$ cat src/rtl/gpio_irq_pkg.sv
// rtl/gpio_irq_pkg.sv - register map and interrupt type encodings for gpio_irq
package gpio_irq_pkg;

    localparam logic [2:0] REG_IN    = 3'd0;
    localparam logic [2:0] REG_IT0   = 3'd1;
    localparam logic [2:0] REG_IT1   = 3'd2;
    localparam logic [2:0] REG_DBEN  = 3'd3;
    localparam logic [2:0] REG_DBDIV = 3'd4;
    localparam int         REG_COUNT = 5;

    // Per-pin type is {IT1[i], IT0[i]}
    typedef enum logic [1:0] {
        IRQ_RISE  = 2'b00,
        IRQ_FALL  = 2'b01,
        IRQ_BOTH  = 2'b10,
        IRQ_LEVEL = 2'b11
    } irq_type_e;

endpackage

$ cat src/rtl/gpio_debounce.sv
// rtl/gpio_debounce.sv - per-pin synchronizer, tick-based debounce counter and filtered level
module gpio_debounce (
    input  logic clk,
    input  logic rst_n,
    input  logic pin,
    input  logic tick,
    input  logic dben,
    output logic filt
);

    logic       sync1;
    logic       sync;
    logic [1:0] cnt;

    always_ff @(posedge clk or negedge rst_n) begin
        if (!rst_n) begin
            sync1 <= 1'b0;
            sync  <= 1'b0;
            filt  <= 1'b0;
            cnt   <= 2'd0;
        end else begin
            sync1 <= pin;
            sync  <= sync1;
            if (!dben) begin
                filt <= sync;
                cnt  <= 2'd0;
            end else if (sync == filt) begin
                cnt <= 2'd0;
            end else if (tick) begin
                // Third tick of a sustained difference accepts the new level
                if (cnt == 2'd2) begin
                    filt <= sync;
                    cnt  <= 2'd0;
                end else begin
                    cnt <= cnt + 2'd1;
                end
            end
        end
    end

endmodule

$ cat src/rtl/gpio_irq.sv
// rtl/gpio_irq.sv - GPIO input block with debounce, CSR window and per-pin edge/level interrupts
module gpio_irq
    import gpio_irq_pkg::*;
#(
    parameter logic [4:0] BASE_ADDR = 5'b0,
    parameter int         NUM_PINS  = 8
) (
    input  logic                clk,
    input  logic                rst_n,
    input  logic [4:0]          csr_a,
    input  logic [7:0]          csr_di,
    input  logic                csr_we,
    output logic [7:0]          csr_do,
    input  logic [NUM_PINS-1:0] pins_in,
    output logic [NUM_PINS-1:0] irqs_out
);

    logic [NUM_PINS-1:0] it0;
    logic [NUM_PINS-1:0] it1;
    logic [NUM_PINS-1:0] dben;
    logic [NUM_PINS-1:0] filt;
    logic [NUM_PINS-1:0] filt_d;
    logic [NUM_PINS-1:0] irq_next;
    logic [7:0]          dbdiv;
    logic [7:0]          pre;
    logic                tick;
    logic [1:0]          startup;
    logic                armed;
    logic [5:0]          offset;
    logic                in_win;
    logic [2:0]          sel;
    logic                wr;

    // Widened subtract so addresses below the base never alias into the window
    assign offset = {1'b0, csr_a} - {1'b0, BASE_ADDR};
    assign in_win = offset < 6'(REG_COUNT);
    assign sel    = offset[2:0];
    assign wr     = csr_we && in_win;
    assign tick   = (pre == 8'd0);

    always_ff @(posedge clk or negedge rst_n) begin
        if (!rst_n) begin
            it0   <= '0;
            it1   <= '0;
            dben  <= '0;
            dbdiv <= 8'd0;
        end else if (wr) begin
            case (sel)
                REG_IT0:   it0   <= csr_di[NUM_PINS-1:0];
                REG_IT1:   it1   <= csr_di[NUM_PINS-1:0];
                REG_DBEN:  dben  <= csr_di[NUM_PINS-1:0];
                REG_DBDIV: dbdiv <= csr_di;
                default:   ;
            endcase
        end
    end

    always_ff @(posedge clk or negedge rst_n) begin
        if (!rst_n) begin
            pre <= 8'd0;
        end else if (wr && sel == REG_DBDIV) begin
            pre <= csr_di;
        end else if (tick) begin
            pre <= dbdiv;
        end else begin
            pre <= pre - 8'd1;
        end
    end

    always_comb begin
        csr_do = 8'd0;
        if (in_win) begin
            case (sel)
                REG_IN:    csr_do = 8'(filt);
                REG_IT0:   csr_do = 8'(it0);
                REG_IT1:   csr_do = 8'(it1);
                REG_DBEN:  csr_do = 8'(dben);
                REG_DBDIV: csr_do = dbdiv;
                default:   csr_do = 8'd0;
            endcase
        end
    end

    for (genvar i = 0; i < NUM_PINS; i++) begin : g_pin
        gpio_debounce u_db (
            .clk   (clk),
            .rst_n (rst_n),
            .pin   (pins_in[i]),
            .tick  (tick),
            .dben  (dben[i]),
            .filt  (filt[i])
        );
    end

    always_comb begin
        irq_next = '0;
        for (int i = 0; i < NUM_PINS; i++) begin
            case (irq_type_e'({it1[i], it0[i]}))
                IRQ_RISE:  irq_next[i] = armed && filt[i] && !filt_d[i];
                IRQ_FALL:  irq_next[i] = armed && !filt[i] && filt_d[i];
                IRQ_BOTH:  irq_next[i] = armed && (filt[i] != filt_d[i]);
                IRQ_LEVEL: irq_next[i] = filt[i];
                default:   irq_next[i] = 1'b0;
            endcase
        end
    end

    // armed lags the saturated startup count so the first filt change after reset is masked
    always_ff @(posedge clk or negedge rst_n) begin
        if (!rst_n) begin
            filt_d   <= '0;
            irqs_out <= '0;
            startup  <= 2'd0;
            armed    <= 1'b0;
        end else begin
            filt_d   <= filt;
            irqs_out <= irq_next;
            if (startup != 2'd3) begin
                startup <= startup + 2'd1;
            end
            armed <= (startup == 2'd3);
        end
    end

endmodule
$ cat config.mk
export PLATFORM = sky130hd
export DESIGN_NAME = gpio_irq
export DESIGN_NICKNAME = d
export VERILOG_FILES = /design/src/rtl/gpio_irq_pkg.sv /design/src/rtl/gpio_debounce.sv /design/src/rtl/gpio_irq.sv
export SDC_FILE = /design/constraint.sdc
export NUM_CORES = 1
export LEC_CHECK = 0
export BUFFER_PORTS_ARGS = -buffer_cell sky130_fd_sc_hd__buf_4
export CORE_MARGIN = 2
export CORE_UTILIZATION = 45
export DETAILED_ROUTE_END_ITERATION = 6
export SLEW_MARGIN = 10
export SYNTH_ARGS = -nofsm -noshare
export SYNTH_HDL_FRONTEND = slang
export SYNTH_HIERARCHICAL = 1
export SYNTH_SLANG_ARGS = --single-unit
$ cat constraint.sdc
create_clock -name clk -period 3.3 [get_ports clk]
set_input_delay 0.495 -clock clk [delete_from_list [all_inputs] [get_ports clk]]
set_output_delay 0.495 -clock clk [all_outputs]
set_load 0.01 [all_outputs]
==> flow_metrics.env, run 1 <==
export IMPL_via_count=3313
export IMPL_max_freq_ghz=0.413
export IMPL_cts_hold_buf=0
export IMPL_drtPass1Iterations=4
export IMPL_dp_hpwl_um=6550
export IMPL_synth_seq_cells=99
export IMPL_clock_power_share_pct=23.7
export IMPL_grt_max_degree=78
export IMPL_final_util_pct=52.3
export IMPL_setup_viol=0
export IMPL_place_gp_congestion=0.794
export IMPL_synth_compound_area_share_pct=13.4
export IMPL_crit_path_start_kind="primary input"
export IMPL_rsz0062_at_grt="false"
export IMPL_synth_top_family_by_area="simple AND/OR/NAND/NOR gates"
export IMPL_worst_hold_slack_ps=212
export IMPL_drtIter0Drc=122
export IMPL_power_frac_comb_pct=22.3
export IMPL_cts_resized=0
export IMPL_synthCells=411
export IMPL_ys_warn_count=6
export IMPL_htree_num_levels=3
export IMPL_clk_path_buf_depth=2
export IMPL_cts_setup_buffers=0
export IMPL_post_synth_and_or_nand_nor_area_fraction_pct=20.8
export IMPL_ios=40
export IMPL_maxSlewHeadroom_pct=33.3
export IMPL_grt_usage_pct=19.2
export IMPL_antenna_found_initial=0
export IMPL_hold_viol=0
export IMPL_first_global_vias=3217
export IMPL_maxCapViolations=0
export IMPL_worstMarginPinSlew_ps=1000
export IMPL_p_int_mw=2.06
export IMPL_grt_first_pass_wirelength_um=16800
export IMPL_cp_end_kind="output pin"
export IMPL_routed_via_density=5.57
export IMPL_diodes=0
export IMPL_initial_core_util_pct=46.3
export IMPL_fillers=931
export IMPL_drc=0
export IMPL_ant_nets=0
export IMPL_fin_crit_ps=2420
export IMPL_tns_ps=0
export IMPL_die_w_um=107
export IMPL_cts_tree="built"
export IMPL_cp_data_arrival_time_ps=1930
export IMPL_switching_share_pct=32.5
export IMPL_synthMuxAreaShare_pct=8.23
export IMPL_status="finished clean"
export IMPL_grt_overflow_total=0
export IMPL_numCtsBuffers=9
export IMPL_power_density_mw_per_mm2=568
export IMPL_crit_type="primary input to output pin"
export IMPL_p_switching_mw=0.990
export IMPL_cts_clk_slew_worst_paths_ps=100
export IMPL_clockRootBuffer="clkbuf_8"
export IMPL_core_area_mm2=0.0103
export IMPL_avgSynthCellArea_um2=11.6
export IMPL_drive_above_1_share_pct=23.3
export IMPL_worstPathRequired_ps=2800
export IMPL_yosysSeqAreaShare_pct=52.0
export IMPL_synth_area_mm2=0.00476
export IMPL_fin_area_mm2=0.00537
export IMPL_synth_xor_area_share_pct=2.39
export IMPL_die_h_um=107
export IMPL_slew_viol_final=0
export IMPL_num_rows=37
export IMPL_area_growth_pct=12.9
export IMPL_dieArea_mm2=0.0114
export IMPL_wl_um=9910
export IMPL_final_cell_mix="99 x dfrtp_1, 41 x buf_4, 33 x mux2_2"
export IMPL_power_share_sequential_pct=54.0
export IMPL_crit_fanout=15
export IMPL_layout_commonest_cell="dfrtp_1"
export IMPL_cts_sinks=99
export IMPL_clk_insertion_delay_late_ps=380
export IMPL_synthAdderAreaFrac_pct=0.788
export IMPL_peakVddDrop_mv=0.274
export IMPL_ys_types=44
export IMPL_syn_nets=438
export IMPL_port_buffers=39
export IMPL_finClkSkew_ps=15.5
export IMPL_hp_class="primary input to register"
export IMPL_nets=481
export IMPL_p_leak_nw=2.26
export IMPL_placed_area_mm2=0.00520
export IMPL_fin_crit_sh_pct=73.4
export IMPL_wl_per_cell_um=16.7
synth_stat cells (all sizes together):
cell type,count,area share (%)
xor2,3,0.55
nor3,3,0.32
nor4bb,14,2.9
xnor2,10,1.8
dfrtp,99,52
inv,17,1.3
nand2b,17,2.2
or3,1,0.13
nor4,1,0.45
clkbuf,5,0.39
and3b,1,0.18
nor2b,11,1.4
a311o,8,1.7
or2,1,0.13
nand3b,17,2.7
ha,3,0.79
nor2,17,1.4
o21ai,26,2.7
and4b,8,1.7
a21oi,10,1.1
o31ai,1,0.16
nor4b,2,0.50
or3b,8,1.5
a31oi,1,0.13
mux2i,2,0.42
nand2,29,2.3
nand3,3,0.58
clkinv,1,0.11
o22a,8,1.5
buf,4,0.47
nand4,2,0.53
mux2,33,7.8
a211oi,16,3.4
or4,1,0.24
nor3b,10,1.6
a22oi,16,2.5
a21o,1,0.16
o21a,1,0.16
final timing paths:
path | slack [ps] | to | startpoint | cells after the start
setup / recovery | 880 | csr_do[1] | csr_a[0] | 6
hold / removal | 210 | g_pin[3].u_db/sync1 | pins_in[3] | 1
setup reg to reg | 1010 | g_pin[5].u_db/cnt[0] | pre[2] | 5
hold reg to reg | 360 | g_pin[4].u_db/sync | g_pin[4].u_db/sync1 | 0
max in group asynchronous | 2220 | filt_d[6] | rst_n | 2
min in group asynchronous | 240 | g_pin[2].u_db/cnt[0] | rst_n | 1
cell type report:
type | count | area [µm²] | area share (%)
multi-input combinational | 285 | 2170 | 40.4
timing repair buffer | 41 | 308 | 5.73
inverter | 18 | 68.8 | 1.28
clock inverter | 6 | 48.8 | 0.908
clock buffer | 10 | 128 | 2.37
sequential | 99 | 2480 | 46.1
tap | 136 | 170 | 3.17
flip-flops by register name, indices dropped and copies added, names as in the netlist, 2 cells and up:
name and cells:
it0 8, it1 8, g_pin.u_db/cnt 16, g_pin.u_db/filt 8, startup 2, g_pin.u_db/sync1 8
filt_d 8, g_pin.u_db/sync 8, dben 8, pre 8, irqs_out 8, dbdiv 8
through the flow:
stage	total power [mW]	std cells	worst slack [ps]
after global placement	2.33	579	936
after global routing	3.26	595	656
final	3.05	595	878
after detailed placement	2.35	579	825
after floorplan	2.11	411	1410
after CTS	3.09	595	830
per-layer routing:
| metal | vias up | GRT usage [%] | routed length, µm |
|---|---|---|---|
| met5 | - | 0 | 0 |
| met4 | 0 | 5.57 | 132 |
| met3 | 10 | 4.32 | 412 |
| met2 | 50 | 29.2 | 4610 |
| met1 | 1658 | 27.6 | 4750 |
| li1 | 1595 | - | - |
power groups by stage:
| stage | combinational, mW | sequential, mW | clock (mW) |
|---|---|---|---|
| floorplan | 0.485 | 1.62 | 0 |
| global placement | 0.667 | 1.66 | 0 |
| detailed placement | 0.684 | 1.67 | 0 |
| CTS | 0.689 | 1.65 | 0.757 |
| global route | 0.770 | 1.68 | 0.804 |
| finish | 0.679 | 1.65 | 0.724 |
critical path, cell delays in order:
cell     delay, ps
buf_4          230
nor2b_1        560
a22oi_1        150
o22a_1         230
nor2_1         110
buf_4          140
logic make-up after synthesis:
logic type,count (synthesis)
simple gates,146
flops,99
fa+ha+maj,3
mux,35
xor+xnor,13
compound gates,88
buf+inv,27
(Power assumes the default switching activity.)
==> run 2: changes to the inputs <==
Settings changed: PLACE_DENSITY set to 0.65.
Clock period 3.3 ns to 2 ns, I/O delays scaled along.
==> run 2 against run 1 <==
  * Via count grew 4.3%
  * Utilization increased by 2.6 points
  * Largest power group unchanged
  * Highest routed layer unchanged
  * Register-to-register slack worse by 890 ps
  * Combinational power up 75%
  * Critical path type is now register to output pin
  * Critical endpoint is now csr_do[2]
  * Die area unchanged
==> flow_metrics.env, run 2 (same netlist as run 1, synthesis figures left out) <==
export IMPL_grt_max_degree=47
export IMPL_layout_commonest_cell="dfrtp_1"
export IMPL_rrSetupSlack_ps=120
export IMPL_clk_path_buf_depth=2
export IMPL_die_w_um=107
export IMPL_power_share_sequential_pct=51.4
export IMPL_r2r_start="pre[5]"
export IMPL_diodes=0
export IMPL_p_int_mw=3.61
export IMPL_area_growth_pct=18.6
export IMPL_drive_above_1_share_pct=27.1
export IMPL_dieArea_mm2=0.0114
export IMPL_rr_worst_depth=6
export IMPL_cts_tree="built"
export IMPL_place_gp_congestion=0.824
export IMPL_antenna_found_initial=0
export IMPL_crit_end="csr_do[2]"
export IMPL_clock_power_share_pct=26.1
export IMPL_cts_clk_slew_worst_paths_ps=110
export IMPL_power_density_mw_per_mm2=933
export IMPL_grt_overflow_total=0
export IMPL_status="finished clean"
export IMPL_cp_data_arrival_time_ps=1610
export IMPL_cp_end_kind="output pin"
export IMPL_hold_viol=0
export IMPL_slew_viol_final=0
export IMPL_fillers=905
export IMPL_grt_usage_pct=19.4
export IMPL_cp_startpoint="dben[2]"
export IMPL_peakVddDrop_mv=0.722
export IMPL_hold_start="pins_in[6]"
export IMPL_top_register="g_pin.u_db/cnt"
export IMPL_htree_num_levels=3
export IMPL_max_freq_ghz=0.522
export IMPL_fin_crit_ps=1910
export IMPL_clockRootBuffer="clkbuf_8"
export IMPL_hp_class="primary input to register"
export IMPL_finClkSkew_ps=16.0
export IMPL_nets=505
export IMPL_tns_ps=0
export IMPL_crit_slowest_cell="dfrtp_1"
export IMPL_wl_um=10400
export IMPL_switching_share_pct=31.5
export IMPL_ant_nets=0
export IMPL_initial_core_util_pct=46.3
export IMPL_fin_crit_sh_pct=95.7
export IMPL_wl_per_cell_um=16.7
export IMPL_cts_sinks=99
export IMPL_drtPass1Iterations=4
export IMPL_num_rows=37
export IMPL_largest_register_ffs=16
export IMPL_maxCapViolations=0
export IMPL_ios=40
export IMPL_dp_hpwl_um=7090
export IMPL_core_area_mm2=0.0103
export IMPL_final_cell_mix="98 x dfrtp_1, 58 x buf_4, 33 x mux2_2"
export IMPL_numCtsBuffers=9
export IMPL_grt_first_pass_wirelength_um=17100
export IMPL_first_global_vias=3411
export IMPL_drtIter0Drc=147
export IMPL_routed_via_density=5.58
export IMPL_clk_insertion_delay_late_ps=370
export IMPL_die_h_um=107
export IMPL_crit_path_start_kind="register"
export IMPL_rsz0062_at_grt="false"
export IMPL_worstPathRequired_ps=1700
export IMPL_p_switching_mw=1.66
export IMPL_crit_fanout=5
export IMPL_power_frac_comb_pct=22.5
export IMPL_crit_chain="mux2_2 > a22oi_1 > o22a_1 > nor2_1 > buf_4"
export IMPL_port_buffers=39
export IMPL_pre_cts_ws_ps=94.9
export IMPL_r2r_end="g_pin[0].u_db/cnt[0]"
export IMPL_worstMarginPinSlew_ps=501
export IMPL_via_count=3454
export IMPL_p_leak_nw=2.41
export IMPL_cpPeakStageDelay_ps=440
export IMPL_setup_viol=0
export IMPL_maxSlewHeadroom_pct=66.6
export IMPL_crit_type="register to output pin"
export IMPL_drc=0
export IMPL_setup_slack_ps=85.4
## run 2: cell types whose count changed in the layout (fill, tap and decap cells not counted), moves of 2 or more
cell,change
a22oi_1,-2
a22oi_2,+2
dlygate4sd3_1,+4
buf_4,+17
clkinvlp_4,-2
buf_12,+3
## run 2: final cells by class
type	instances	area, µm²	share of cell area (%)
Sequential cell	99	2480	43.9
Multi-Input combinational cell	285	2180	38.7
Timing Repair Buffer	65	536	9.49
Tap cell	136	170	3.01
Clock buffer	10	138	2.44
Clock inverter	6	71.3	1.26
Inverter	18	68.8	1.22
## run 2: routing by layer
layer / vias up / routed length (µm) / track usage, %
li1: 1657 / - / -
met3: 4 / 359 / 3.89
met5: - / 0 / 0
met2: 48 / 4980 / 30.4
met4: 0 / 77 / 6.49
met1: 1745 / 4940 / 27.0
## run 2: metrics by stage
stage	area [µm²]	utilization [%]	hold WS (ps)	power, mW	cells
3_5_place_dp	5360	52.1	305	3.90	595
4_1_cts	5570	54.2	3.16	5.28	612
2_1_floorplan	4760	-	4.41	3.48	411
6_report	5650	54.9	28.6	5.27	619
3_3_place_gp	5360	52.1	312	3.87	595
5_1_grt	5650	54.9	3.62	5.57	619
## run 2: worst min path at each step
stage,end,cells after the start
floorplan,armed,0
detailed placement,g_pin[2].u_db/sync1,1
global placement,g_pin[2].u_db/sync,1
CTS,g_pin[1].u_db/sync1,1
global route,g_pin[5].u_db/sync1,1
finish,g_pin[6].u_db/sync1,1
## run 2: power by group through the flow
| stage | clock, mW | combinational (mW) | sequential, mW |
|---|---|---|---|
| CTS | 1.41 | 1.16 | 2.71 |
| global route | 1.49 | 1.33 | 2.76 |
| floorplan | 0 | 0.800 | 2.68 |
| global placement | 0 | 1.14 | 2.73 |
| detailed placement | 0 | 1.15 | 2.75 |
| finish | 1.37 | 1.19 | 2.71 |
## run 2: critical path, delay by kind of cell (launching register included)
| kind | cells | cell delay (ps) |
|---|---|---|
| AO/OA/AOI/OAI | 2 | 310 |
| multiplexers | 1 | 280 |
| buffers and inverters | 1 | 160 |
| flip-flops | 1 | 440 |
| AND/OR/NAND/NOR | 1 | 50 |
## run 2: repair_timing
action,CTS,global route
endpoints found under the setup margin,0,10
setup buffers,0,4
gates resized for setup,0,3
hold buffers,1,3
endpoints found under the hold margin,34,3
==> run 3: changes to the inputs <==
Settings changed: ABC_AREA set to 1.
==> run 3 against run 2 <==
  * Register-to-register slack improved by 110 ps
  * Non-clock buffer count is 16 lower
  * Flip-flop and latch count unchanged
  * Worst setup slack better by 150 ps
  * Largest power group unchanged
==> flow_metrics.env, run 3 <==
export IMPL_ys_warn_count=6
export IMPL_yosys_top_cells_count="191 x nand2_1, 99 x dfrtp_1, 61 x nand3_1, 56 x inv_1, 35 x nor2_1"
export IMPL_switching_share_pct=33.1
export IMPL_synthFlopType="dfrtp_1"
export IMPL_yosysMostFrequentCell="nand2_1"
export IMPL_drtIter0Drc=246
export IMPL_top_register="g_pin.u_db/cnt"
export IMPL_grt_usage_pct=19.9
export IMPL_hold_viol=0
export IMPL_crit_fanout=18
export IMPL_p_leak_nw=2.72
export IMPL_port_buffers=39
export IMPL_p_int_mw=3.25
export IMPL_hp_class="primary input to register"
export IMPL_antenna_found_initial=0
export IMPL_fin_crit_sh_pct=88.4
export IMPL_dp_hpwl_um=7230
export IMPL_crit_path_frequent_cell="inv_1"
export IMPL_cts_setup_buffers=0
export IMPL_synth_top_cell_area_share_pct=52.0
export IMPL_async_reset_ff_share_pct=100
export IMPL_clockRootBuffer="clkbuf_8"
export IMPL_ios=40
export IMPL_hold_path_endpoint="g_pin[1].u_db/sync1"
export IMPL_num_rows=37
export IMPL_crit_slowest_cell="dfrtp_1"
export IMPL_syn_nets=595
export IMPL_cts_sinks=99
export IMPL_r2r_end="g_pin[4].u_db/cnt[0]"
export IMPL_grt_first_pass_wirelength_um=17700
export IMPL_ys_types=28
export IMPL_rrSetupSlack_ps=230
export IMPL_rsz0062_at_grt="false"
export IMPL_tns_ps=0
export IMPL_status="finished clean"
export IMPL_setup_slack_ps=231
export IMPL_clock_power_share_pct=23.8
export IMPL_htree_num_levels=3
export IMPL_crit_path_start_kind="register"
export IMPL_drive_above_1_share_pct=20.6
export IMPL_cp_end_kind="register"
export IMPL_worstPathRequired_ps=2300
export IMPL_synth_area_leaders="dfrtp_1 52%, nand2_1 15%, nand3_1 6.4%"
export IMPL_worstMarginPinSlew_ps=566
export IMPL_die_w_um=107
export IMPL_core_area_mm2=0.0103
export IMPL_nets=650
export IMPL_yosysSeqAreaShare_pct=52.0
export IMPL_wl_per_cell_um=13.8
export IMPL_largest_register_ffs=16
export IMPL_fin_crit_ps=1770
export IMPL_cts_tree="built"
export IMPL_synth_largest_area_cell="dfrtp_1"
export IMPL_synthCells=568
export IMPL_grt_max_degree=59
export IMPL_dieArea_mm2=0.0114
export IMPL_power_density_mw_per_mm2=896
export IMPL_maxSlewHeadroom_pct=62.3
export IMPL_setup_viol=0
export IMPL_ant_nets=0
export IMPL_finClkSkew_ps=12.7
export IMPL_hold_start="pins_in[1]"
export IMPL_maxCapViolations=0
export IMPL_synth_seq_cells=99
export IMPL_place_gp_congestion=0.862
export IMPL_p_switching_mw=1.61
export IMPL_grt_overflow_total=0
export IMPL_max_freq_ghz=0.565
export IMPL_final_cell_mix="191 x nand2_1, 99 x dfrtp_1, 61 x nand3_1"
export IMPL_layout_commonest_cell="nand2_1"
export IMPL_peakVddDrop_mv=0.582
export IMPL_clk_path_buf_depth=2
export IMPL_initial_core_util_pct=46.2
export IMPL_drtPass1Iterations=5
export IMPL_synth_edf_count=0
export IMPL_drc=0
export IMPL_crit_type="register to register"
export IMPL_diodes=0
export IMPL_cts_clk_slew_worst_paths_ps=100
export IMPL_pre_cts_ws_ps=201
export IMPL_clk_insertion_delay_late_ps=370
export IMPL_crit_chain="inv_1 > ha_1 > nor3b_1 > nand2_2 > inv_1 > buf_6 > inv_1 > nor2_1 > nand2_1 > a21oi_1"
export IMPL_die_h_um=107
export IMPL_rr_worst_depth=10
export IMPL_worstHoldPathCells=1
export IMPL_routed_via_density=4.99
export IMPL_power_share_sequential_pct=53.2
export IMPL_first_global_vias=3734
export IMPL_avgSynthCellArea_um2=8.39
export IMPL_power_frac_comb_pct=23.0
export IMPL_r2r_start="pre[0]"
export IMPL_numCtsBuffers=9
export IMPL_area_growth_pct=13.9
export IMPL_cp_data_arrival_time_ps=2070
export IMPL_via_count=3806
export IMPL_slew_viol_final=0
export IMPL_cpPeakStageDelay_ps=400
export IMPL_wl_um=10500
export IMPL_synth_area_mm2=0.00476
## run 3: cell types whose count changed after synthesis, moves of 14 or more
cell | before | now
nor2_1 | 15 | 35
nand3_1 | 2 | 61
mux2_2 | 33 | 1
a22oi_1 | 16 | 0
nor4bb_1 | 14 | 0
nand2b_1 | 17 | 0
o21ai_2 | 0 | 24
nand3b_1 | 17 | 0
nand2_1 | 29 | 191
inv_1 | 17 | 56
## run 3: what timing repair did
item,4_1_cts,5_1_grt
hold buffers,1,0
setup endpoints to repair,0,1
gates resized for setup,0,1
hold endpoints to repair,26,0
## run 3: kinds of logic after synthesis
logic type | synth area share, %
multiplexers | 0.236
adder cells (fa/ha/maj) | 0.788
XOR/XNOR | 1.84
AND/OR/NAND/NOR | 28.9
buffers and inverters | 6.64
flip-flops | 52.0
AO/OA/AOI/OAI | 9.59
## run 3: worst max path at each step
stage,start,to,slack [ps],depth (start not counted)
4_1_cts,pre[0],g_pin[4].u_db/cnt[0],170,10
6_report,pre[0],g_pin[4].u_db/cnt[0],230,10
3_3_place_gp,csr_a[2],csr_do[6],270,7
5_1_grt,pre[0],g_pin[4].u_db/cnt[0],50,10
3_5_place_dp,pre[0],g_pin[4].u_db/cnt[0],200,10
2_1_floorplan,pre[0],g_pin[5].u_db/cnt[0],210,9
## run 3: power by group through the flow
| stage | sequential, mW | clock (mW) | combinational [mW] |
|---|---|---|---|
| detailed placement | 2.62 | 0 | 1.12 |
| global placement | 2.61 | 0 | 1.08 |
| floorplan | 2.57 | 0 | 0.773 |
| CTS | 2.59 | 1.19 | 1.13 |
| finish | 2.59 | 1.16 | 1.12 |
| global route | 2.64 | 1.29 | 1.29 |
## run 3: cell type report
class                   instances  area [µm²]
multi-input cells             396        1970
well taps                     136         170
repair buffers                 49         387
clock buffers                  11         141
fillers                       944        4900
inverters                      68         255
clock inverters                 4        26.3
flip-flops and latches         99        2480
## run 3: worst max-delay path, delay by kind of cell (launching register included)
family	cells	cell delay (ps)
AOI/OAI and AO/OA	1	120
adders and majority gates	1	150
buffers and inverters	4	510
DFF	1	400
and+or+nand+nor	4	500
## run 3: per-stage QoR
step,utilization (%),cells,total power [mW],instance area (µm²),hold slack (ps)
after floorplan,-,568,3.35,4760,4.41
after global placement,50.8,747,3.69,5250,249
after detailed placement,50.8,747,3.75,5250,251
after CTS,52.5,763,4.91,5420,14.8
after global routing,52.6,763,5.22,5430,6.95
final,52.6,763,4.87,5430,27.8
## run 3: layer usage
metal	global-route usage [%]	routed length [µm]
met5	0	0
met4	7.24	160
met3	4.32	562
met2	33.7	5230
met1	25.1	4540
